`src/rtl/key_debounce.sv`:
```
// Push-button conditioner: synchronises a raw pad, debounces it and emits clean level plus
// single-cycle press, release and long-press pulses for the downstream LED logic.
module key_debounce #(
  parameter int unsigned DEBOUNCE_CYCLES = 500000,
  parameter int unsigned HOLD_CYCLES     = 50000000,
  parameter int unsigned SYNC_STAGES     = 2,
  parameter bit          KEY_ACTIVE_LOW  = 1'b1
) (
  input  logic clk,
  input  logic rst,
  input  logic key_in,
  output logic key_level,
  output logic key_press,
  output logic key_release,
  output logic key_long
);

  localparam int unsigned DebW  = $clog2(DEBOUNCE_CYCLES + 1);
  localparam int unsigned HoldW = $clog2(HOLD_CYCLES + 1);

  localparam logic [DebW-1:0]  DebOne   = DebW'(1);
  localparam logic [DebW-1:0]  DebLast  = DebW'(DEBOUNCE_CYCLES - 1);
  localparam logic [HoldW-1:0] HoldMax  = HoldW'(HOLD_CYCLES);
  localparam logic [HoldW-1:0] HoldLast = HoldW'(HOLD_CYCLES - 1);
  localparam logic             PadReleased = KEY_ACTIVE_LOW;

  localparam logic [1:0] StIdle      = 2'd0;
  localparam logic [1:0] StPressWait = 2'd1;
  localparam logic [1:0] StPressed   = 2'd2;
  localparam logic [1:0] StRelWait   = 2'd3;

  logic [SYNC_STAGES-1:0] sync_q;
  logic                   s;

  logic [1:0]       state_q, state_d;
  logic [DebW-1:0]  deb_q, deb_d;
  logic [HoldW-1:0] hold_q, hold_d;
  logic             level_q, level_d;
  logic             press_q, press_d;
  logic             release_q, release_d;
  logic             long_q, long_d;

  // Chain reloads with the released pad level so a key held through reset counts as a new press.
  always_ff @(posedge clk) begin
    if (rst) begin
      sync_q <= {SYNC_STAGES{PadReleased}};
    end else begin
      sync_q <= {sync_q[SYNC_STAGES-2:0], key_in};
    end
  end

  assign s = sync_q[SYNC_STAGES-1] ^ PadReleased;

  always_comb begin
    state_d   = state_q;
    deb_d     = deb_q;
    hold_d    = hold_q;
    level_d   = level_q;
    press_d   = 1'b0;
    release_d = 1'b0;
    long_d    = 1'b0;

    // Hold timing runs through release bounces; saturation makes key_long fire once per press.
    if (state_q == StPressed || state_q == StRelWait) begin
      if (hold_q < HoldMax) hold_d = hold_q + 1'b1;
      if (hold_q == HoldLast) long_d = 1'b1;
    end

    case (state_q)
      StIdle: begin
        if (s) begin
          state_d = StPressWait;
          deb_d   = DebOne;
        end
      end
      StPressWait: begin
        if (!s) begin
          state_d = StIdle;
          deb_d   = '0;
        end else if (deb_q == DebLast) begin
          state_d = StPressed;
          deb_d   = '0;
          level_d = 1'b1;
          press_d = 1'b1;
          hold_d  = '0;
        end else begin
          deb_d = deb_q + 1'b1;
        end
      end
      StPressed: begin
        if (!s) begin
          state_d = StRelWait;
          deb_d   = DebOne;
        end
      end
      StRelWait: begin
        if (s) begin
          state_d = StPressed;
          deb_d   = '0;
        end else if (deb_q == DebLast) begin
          state_d   = StIdle;
          deb_d     = '0;
          level_d   = 1'b0;
          release_d = 1'b1;
        end else begin
          deb_d = deb_q + 1'b1;
        end
      end
      default: begin
        state_d = StIdle;
        deb_d   = '0;
      end
    endcase
  end

  always_ff @(posedge clk) begin
    if (rst) begin
      state_q   <= StIdle;
      deb_q     <= '0;
      hold_q    <= '0;
      level_q   <= 1'b0;
      press_q   <= 1'b0;
      release_q <= 1'b0;
      long_q    <= 1'b0;
    end else begin
      state_q   <= state_d;
      deb_q     <= deb_d;
      hold_q    <= hold_d;
      level_q   <= level_d;
      press_q   <= press_d;
      release_q <= release_d;
      long_q    <= long_d;
    end
  end

  assign key_level   = level_q;
  assign key_press   = press_q;
  assign key_release = release_q;
  assign key_long    = long_q;

endmodule

```
`config.mk`:
```
export PLATFORM = sky130hd
export DESIGN_NAME = key_debounce
export DESIGN_NICKNAME = d
export VERILOG_FILES = /design/src/rtl/key_debounce.sv
export SDC_FILE = /design/constraint.sdc
export NUM_CORES = 1
export LEC_CHECK = 0
export ABC_AREA = 1
export CORE_ASPECT_RATIO = 1.75
export CORE_MARGIN = 10
export CORE_UTILIZATION = 40
export CTS_BUF_LIST = sky130_fd_sc_hd__clkbuf_16
export DETAILED_ROUTE_END_ITERATION = 8
export GPL_ROUTABILITY_DRIVEN = 1
export HOLD_SLACK_MARGIN = 0.02
export PLACE_DENSITY = 0.55
export SLEW_MARGIN = 20
export SYNTH_ARGS = -nofsm -noshare
export SYNTH_HDL_FRONTEND = slang
export SYNTH_SLANG_ARGS = --single-unit
```
`constraint.sdc`:
```
create_clock -name clk -period 4.3 [get_ports clk]
set_input_delay 0.86 -clock clk [delete_from_list [all_inputs] [get_ports clk]]
set_output_delay 0.86 -clock clk [all_outputs]
set_load 0.01 [all_outputs]
```
==> results of run 1 <==
==> logic make-up (layout without fill, tap and decap cells) <==
family	after synthesis	after routing	share of synthesized area
AND/OR/NAND/NOR	259	259	0.405
buffers and inverters	75	84	0.100
AO/OA/AOI/OAI	55	55	0.105
flip-flops	53	53	0.350
XOR/XNOR	11	11	0.0318
adder cells (fa/ha/maj)	2	2	0.00826
==> Yosys cell counts, drive strengths merged <==
cell and count:
buf 4, a31oi 2, clkinv 2, ha 2, clkbuf 2, dfxtp 53, o21bai 1, xor2 4
a31o 1, a21oi 27, nand3 25, o211ai 4, o21ai 18, and2 1, inv 67, xnor2 7
nand3b 1, a221oi 1, nand2 108, or2 3, nand4 18, nor2 78, nor3 18, o22ai 1
nor4 7
==> layout make-up <==
cell class                      count  area, sq um
Fill cell                         767         4130
Timing Repair Buffer                7         67.6
Sequential cell                    53         1060
Multi-Input combinational cell    327         1670
Inverter                           69          262
Tap cell                           88          110
Clock buffer                        5          125
Clock inverter                      3         37.5
==> layer usage <==
| layer | part of all wire | routed length, um |
|---|---|---|
| met2 | 0.59 | 4650 |
| met5 | 0 | 0 |
| met4 | 0.023 | 186 |
| met3 | 0.016 | 126 |
| met1 | 0.37 | 2970 |
==> path summary, 6_finish.rpt <==
| kind | endpoint | slack, ps | cells past startpoint |
|---|---|---|---|
| max | hold_q[23] | 2010 | 7 |
| min | sync_q[1] | 420 | 1 |
| max reg2reg | hold_q[23] | 2200 | 10 |
| min reg2reg | sync_q[1] | 420 | 1 |
==> sequential cells by signal (all words and copies together) (netlist names), named ones only <==
register	count
state_q	1
hold_q	26
key_long	1
key_level	1
key_release	1
sync_q	2
deb_q	19
key_press	1
==> cell usage in the layout, fill, tap and decap left out, drive strengths merged, types with 2 or more instances in the layout <==
cell	instances
o21ai	18
nand4	18
or2	3
clkdlybuf4s50	6
o211ai	4
inv	68
nor2	78
nor3	18
clkbuf	5
a21oi	27
dfxtp	53
clkinv	3
nor4	7
nand2	108
a31oi	2
nand3	25
xnor2	7
ha	2
xor2	4
==> metrics by stage <==
stage               cell area [sq um]  hold WS, ps  worst slack, ps
floorplan                        3030          389             2450
global placement                 3170          405             1710
global route                     3330          442             1860
finish                           3330          416             2010
CTS                              3330          419             1980
detailed placement               3170          398             1670
==> power by group <==
part | total, mW | internal, mW | switching (mW)
Sequential | 0.512 | 0.499 | 0.0136
Combinational | 0.0591 | 0.0158 | 0.0433
Clock | 0.451 | 0.271 | 0.180
==> worst max-delay path, delay by kind of cell <==
family	cells	cell delay, ps
AND/OR/NAND/NOR	3	460
buffers and inverters	4	1150
==> flow_summary.ini, run 1 <==
[outcome]
status = finished, final reports clean

[global_route]
grt_use_total = 0.145
grt_max_degree = 20
use_met1 = 0.136
use_met3 = 0.0199
first_global_vias = 2901
antenna_found_initial = 0
busiest_layer = met2
grt_overflow = 0
grt_util_met2 = 0.284
grt_pass1_wl_mm = 13.6

[clock_tree]
root_buffer = clkbuf_16
clock_latency_ps = 290
clkTransAtPathRegs_ps = 70
cts.path.max_buffers = 2
cts_sinks = 53
cts_hold_buf = 0
cts_resized = 0
cts_made_buffers = 5
cts_setup_buffers = 0
cts_tree = yes
cts_max_level = 2

[yosys]
synth_top_area_frac = 0.350
synth_area_leaders = dfxtp_1 (35%), nand2_1 (12%), nor2_1 (7.7%)
yosysSeqAreaShare = 0.350
syn-cell-area_sq_um = 3030
synth_cell_types = 39
synth_fp_nets = 460
synth_top_cell_by_area = dfxtp_1
netlist_instances = 455
ys_ff_latch = 53
yosys_warnings = 0
syn_avg_cell_area_sq_um = 6.66

[worst_setup_path]
r2r-start = deb_q[0]
crit_required_ps = 4490
worst_setup_path_startpoint = rst
worstPathArrival_ps = 2480
cp-end-kind = register
max_stage_delay_ps = 460
worst-setup-path-type = input port to register
crit_path_max_fanout = 19
startpoint_type = input port
cp_slowest_cell = clkdlybuf4s50_1
path_cells = clkdlybuf4s50_1 -> buf_4 -> clkinv_1 -> nand2_4 -> inv_4 -> nand2_1 -> nor2_1

[sta]
worst_slew_pin_slew_ps = 531
hold_violations = 0
clock_skew_ps = 5.52
period_minus_slack_ps = 2290
rsz0062_at_grt = false
slew_viol_final = 0
timing.setup.tns_ps = 0
period_share = 0.533
slew-limit-headroom = 0.644
setup_violations = 0
fmax_mhz = 436

[floorplanning]
core-area_sq_um = 7460
start_util = 0.406
fp.dieH_um = 135
rows = 42
die_area_sq_um = 11600
ios = 7
die_w_um = 85.8

[place]
dp.cells = 544
gp_congestion = 0.915
hpwlAfterDp_mm = 6.25
portBuffers = 6

[drt]
wl_per_cell_um = 14.4
drtIter0Drc = 188
drc = 0
wirelength_mm = 7.94
via_count = 2826
firstDrtPassIters = 4
avgViaCountPerCell = 5.12
ant_nets = 0

[final_layout]
diodes = 0
instances_no_fill = 552
drive_gt1_frac = 0.110
area_growth_pct = 9.83
fin_util = 0.446
fin_nets = 468

[min_path]
worstHoldPathType = register to register
worstHoldStart = sync_q[0]

[power]
vdd_drop_max_mv = 0.259
power_density_nw_per_um2 = 307
fin_total_pwr_mw = 1.02
leakagePower_nw = 1.16

[run]
drv_cap = 0
No activity file was read; power rests on OpenSTA's default activity.
==> run 2, diff against run 1 <==
Clock period 4.3 ns to 2.3 ns, I/O delays scaled along.
==> run 2 against run 1 <==
  * Sequential power grew 86%
  * Wire length down 0.63%
  * Largest power group unchanged
  * Critical path depth rose by 3
  * Sequential share of layout area about the same
  * Largest cell class unchanged
  * Global-route usage fell by 0.18 points
  * Via count grew 2.5%
==> flow_summary.ini, run 2 (synthesis results as in run 1) <==
[worst_setup_path]
crit_required_ps = 2500
cp-end-kind = register
startpoint_type = register
worstPathArrival_ps = 2180
crit_path_max_fanout = 18
worst-setup-path-type = register to register

[place]
portBuffers = 6
gp_congestion = 0.926
hpwlAfterDp_mm = 6.18

[final_layout]
drive_gt1_frac = 0.116
area_growth_pct = 9.74
fin_nets = 471
largest_reg_flops = 26
diodes = 0
fin_util = 0.446
nFillCells = 800
final_cell_mix = nand2_1 (98), nor2_1 (62), inv_1 (59)
max_flop_register = hold_q
final_common_cell = nand2_1
reg.largest.list = hold_q x26, deb_q x19, sync_q x2

[floorplanning]
die_w_um = 85.8
core-area_sq_um = 7460
fp.dieH_um = 135
die_area_sq_um = 11600
rows = 42
start_util = 0.406
ios = 7

[power]
power_density_nw_per_um2 = 548
leakagePower_nw = 1.16
vdd_drop_max_mv = 0.317

[clock_tree]
cts_max_level = 2
cts_made_buffers = 5
clkTransAtPathRegs_ps = 70
cts_tree = yes
cts_resized = 0
root_buffer = clkbuf_16
cts_setup_buffers = 0
cts_hold_buf = 0
cts.path.max_buffers = 2
clock_latency_ps = 300
cts_sinks = 53

[drt]
ant_nets = 0
drtIter0Drc = 114
avgViaCountPerCell = 5.22
drc = 0
top_layer = met4
firstDrtPassIters = 4
wl_met3_um = 255
wl_per_cell_um = 14.2
wirelength_mm = 7.89
wl_met1_mm = 2.80
via_count = 2896
wl_met2_mm = 4.45

[run]
drv_cap = 0

[sta]
slew_viol_final = 0
rsz0062_at_grt = false
period_share = 0.861
clock_skew_ps = 4.72
worst_slew_pin_slew_ps = 472
period_minus_slack_ps = 1980
hold_violations = 0
setup_violations = 0
fmax_mhz = 505
timing.setup.tns_ps = 0
slew-limit-headroom = 0.682

[outcome]
status = finished, final reports clean

[global_route]
grt_overflow = 0
grt_max_degree = 19
antenna_found_initial = 0
grt_use_total = 0.143
grt_pass1_wl_mm = 13.4
first_global_vias = 2870

[min_path]
worstHoldPathType = register to register
[run 2: layout make-up]
cell class	instances	area (sq um)	area share
multi-input combinational	327	1670	0.501
sequential	53	1060	0.319
tap	88	110	0.0331
clock inverter	3	12.5	0.00376
inverter	69	262	0.0786
timing repair buffer	10	90.1	0.0271
clock buffer	5	125	0.0376
[run 2: final timing paths]
path         startpoint  cells after the start         to  slack [ps]
min           sync_q[0]                      1  sync_q[1]         420
min reg2reg   sync_q[0]                      1  sync_q[1]         420
max            deb_q[0]                     10  hold_q[0]         320
max reg2reg    deb_q[0]                     10  hold_q[0]         320
[run 2: stage by stage]
stage / cells / power [mW] / hold slack [ps] / area [sq um] / worst slack, ps
2_1_floorplan: 455 / 1.06 / 389 / 3030 / 645
3_3_place_gp: 547 / 1.10 / 399 / 3190 / 297
3_5_place_dp: 547 / 1.10 / 405 / 3190 / 265
4_1_cts: 555 / 1.85 / 425 / 3330 / 305
5_1_grt: 555 / 1.89 / 434 / 3330 / 75.5
6_report: 555 / 1.82 / 416 / 3330 / 319
[run 2: metal layers]
metal | vias up | GRT usage
met5 | - | 0
met4 | 0 | 0.0993
met3 | 30 | 0.0295
met2 | 46 | 0.273
met1 | 1325 | 0.127
li1 | 1495 | -
[run 2: where the power goes]
| part | leakage [nW] | switching (mW) | internal, mW |
|---|---|---|---|
| logic | 0.663 | 0.0871 | 0.0373 |
| registers | 0.428 | 0.0213 | 0.932 |
| clock network | 0.0687 | 0.351 | 0.395 |
| total | 1.16 | 0.459 | 1.36 |
[run 2: critical path, cell delays in order, from the launching register on]
cell	delay [ps]
dfxtp_1	420
ha_1	250
nand2_1	100
nor2_2	160
inv_2	60
nor4_1	270
nand2_1	150
nand2_4	220
inv_4	120
nand2_1	90
a21oi_1	40
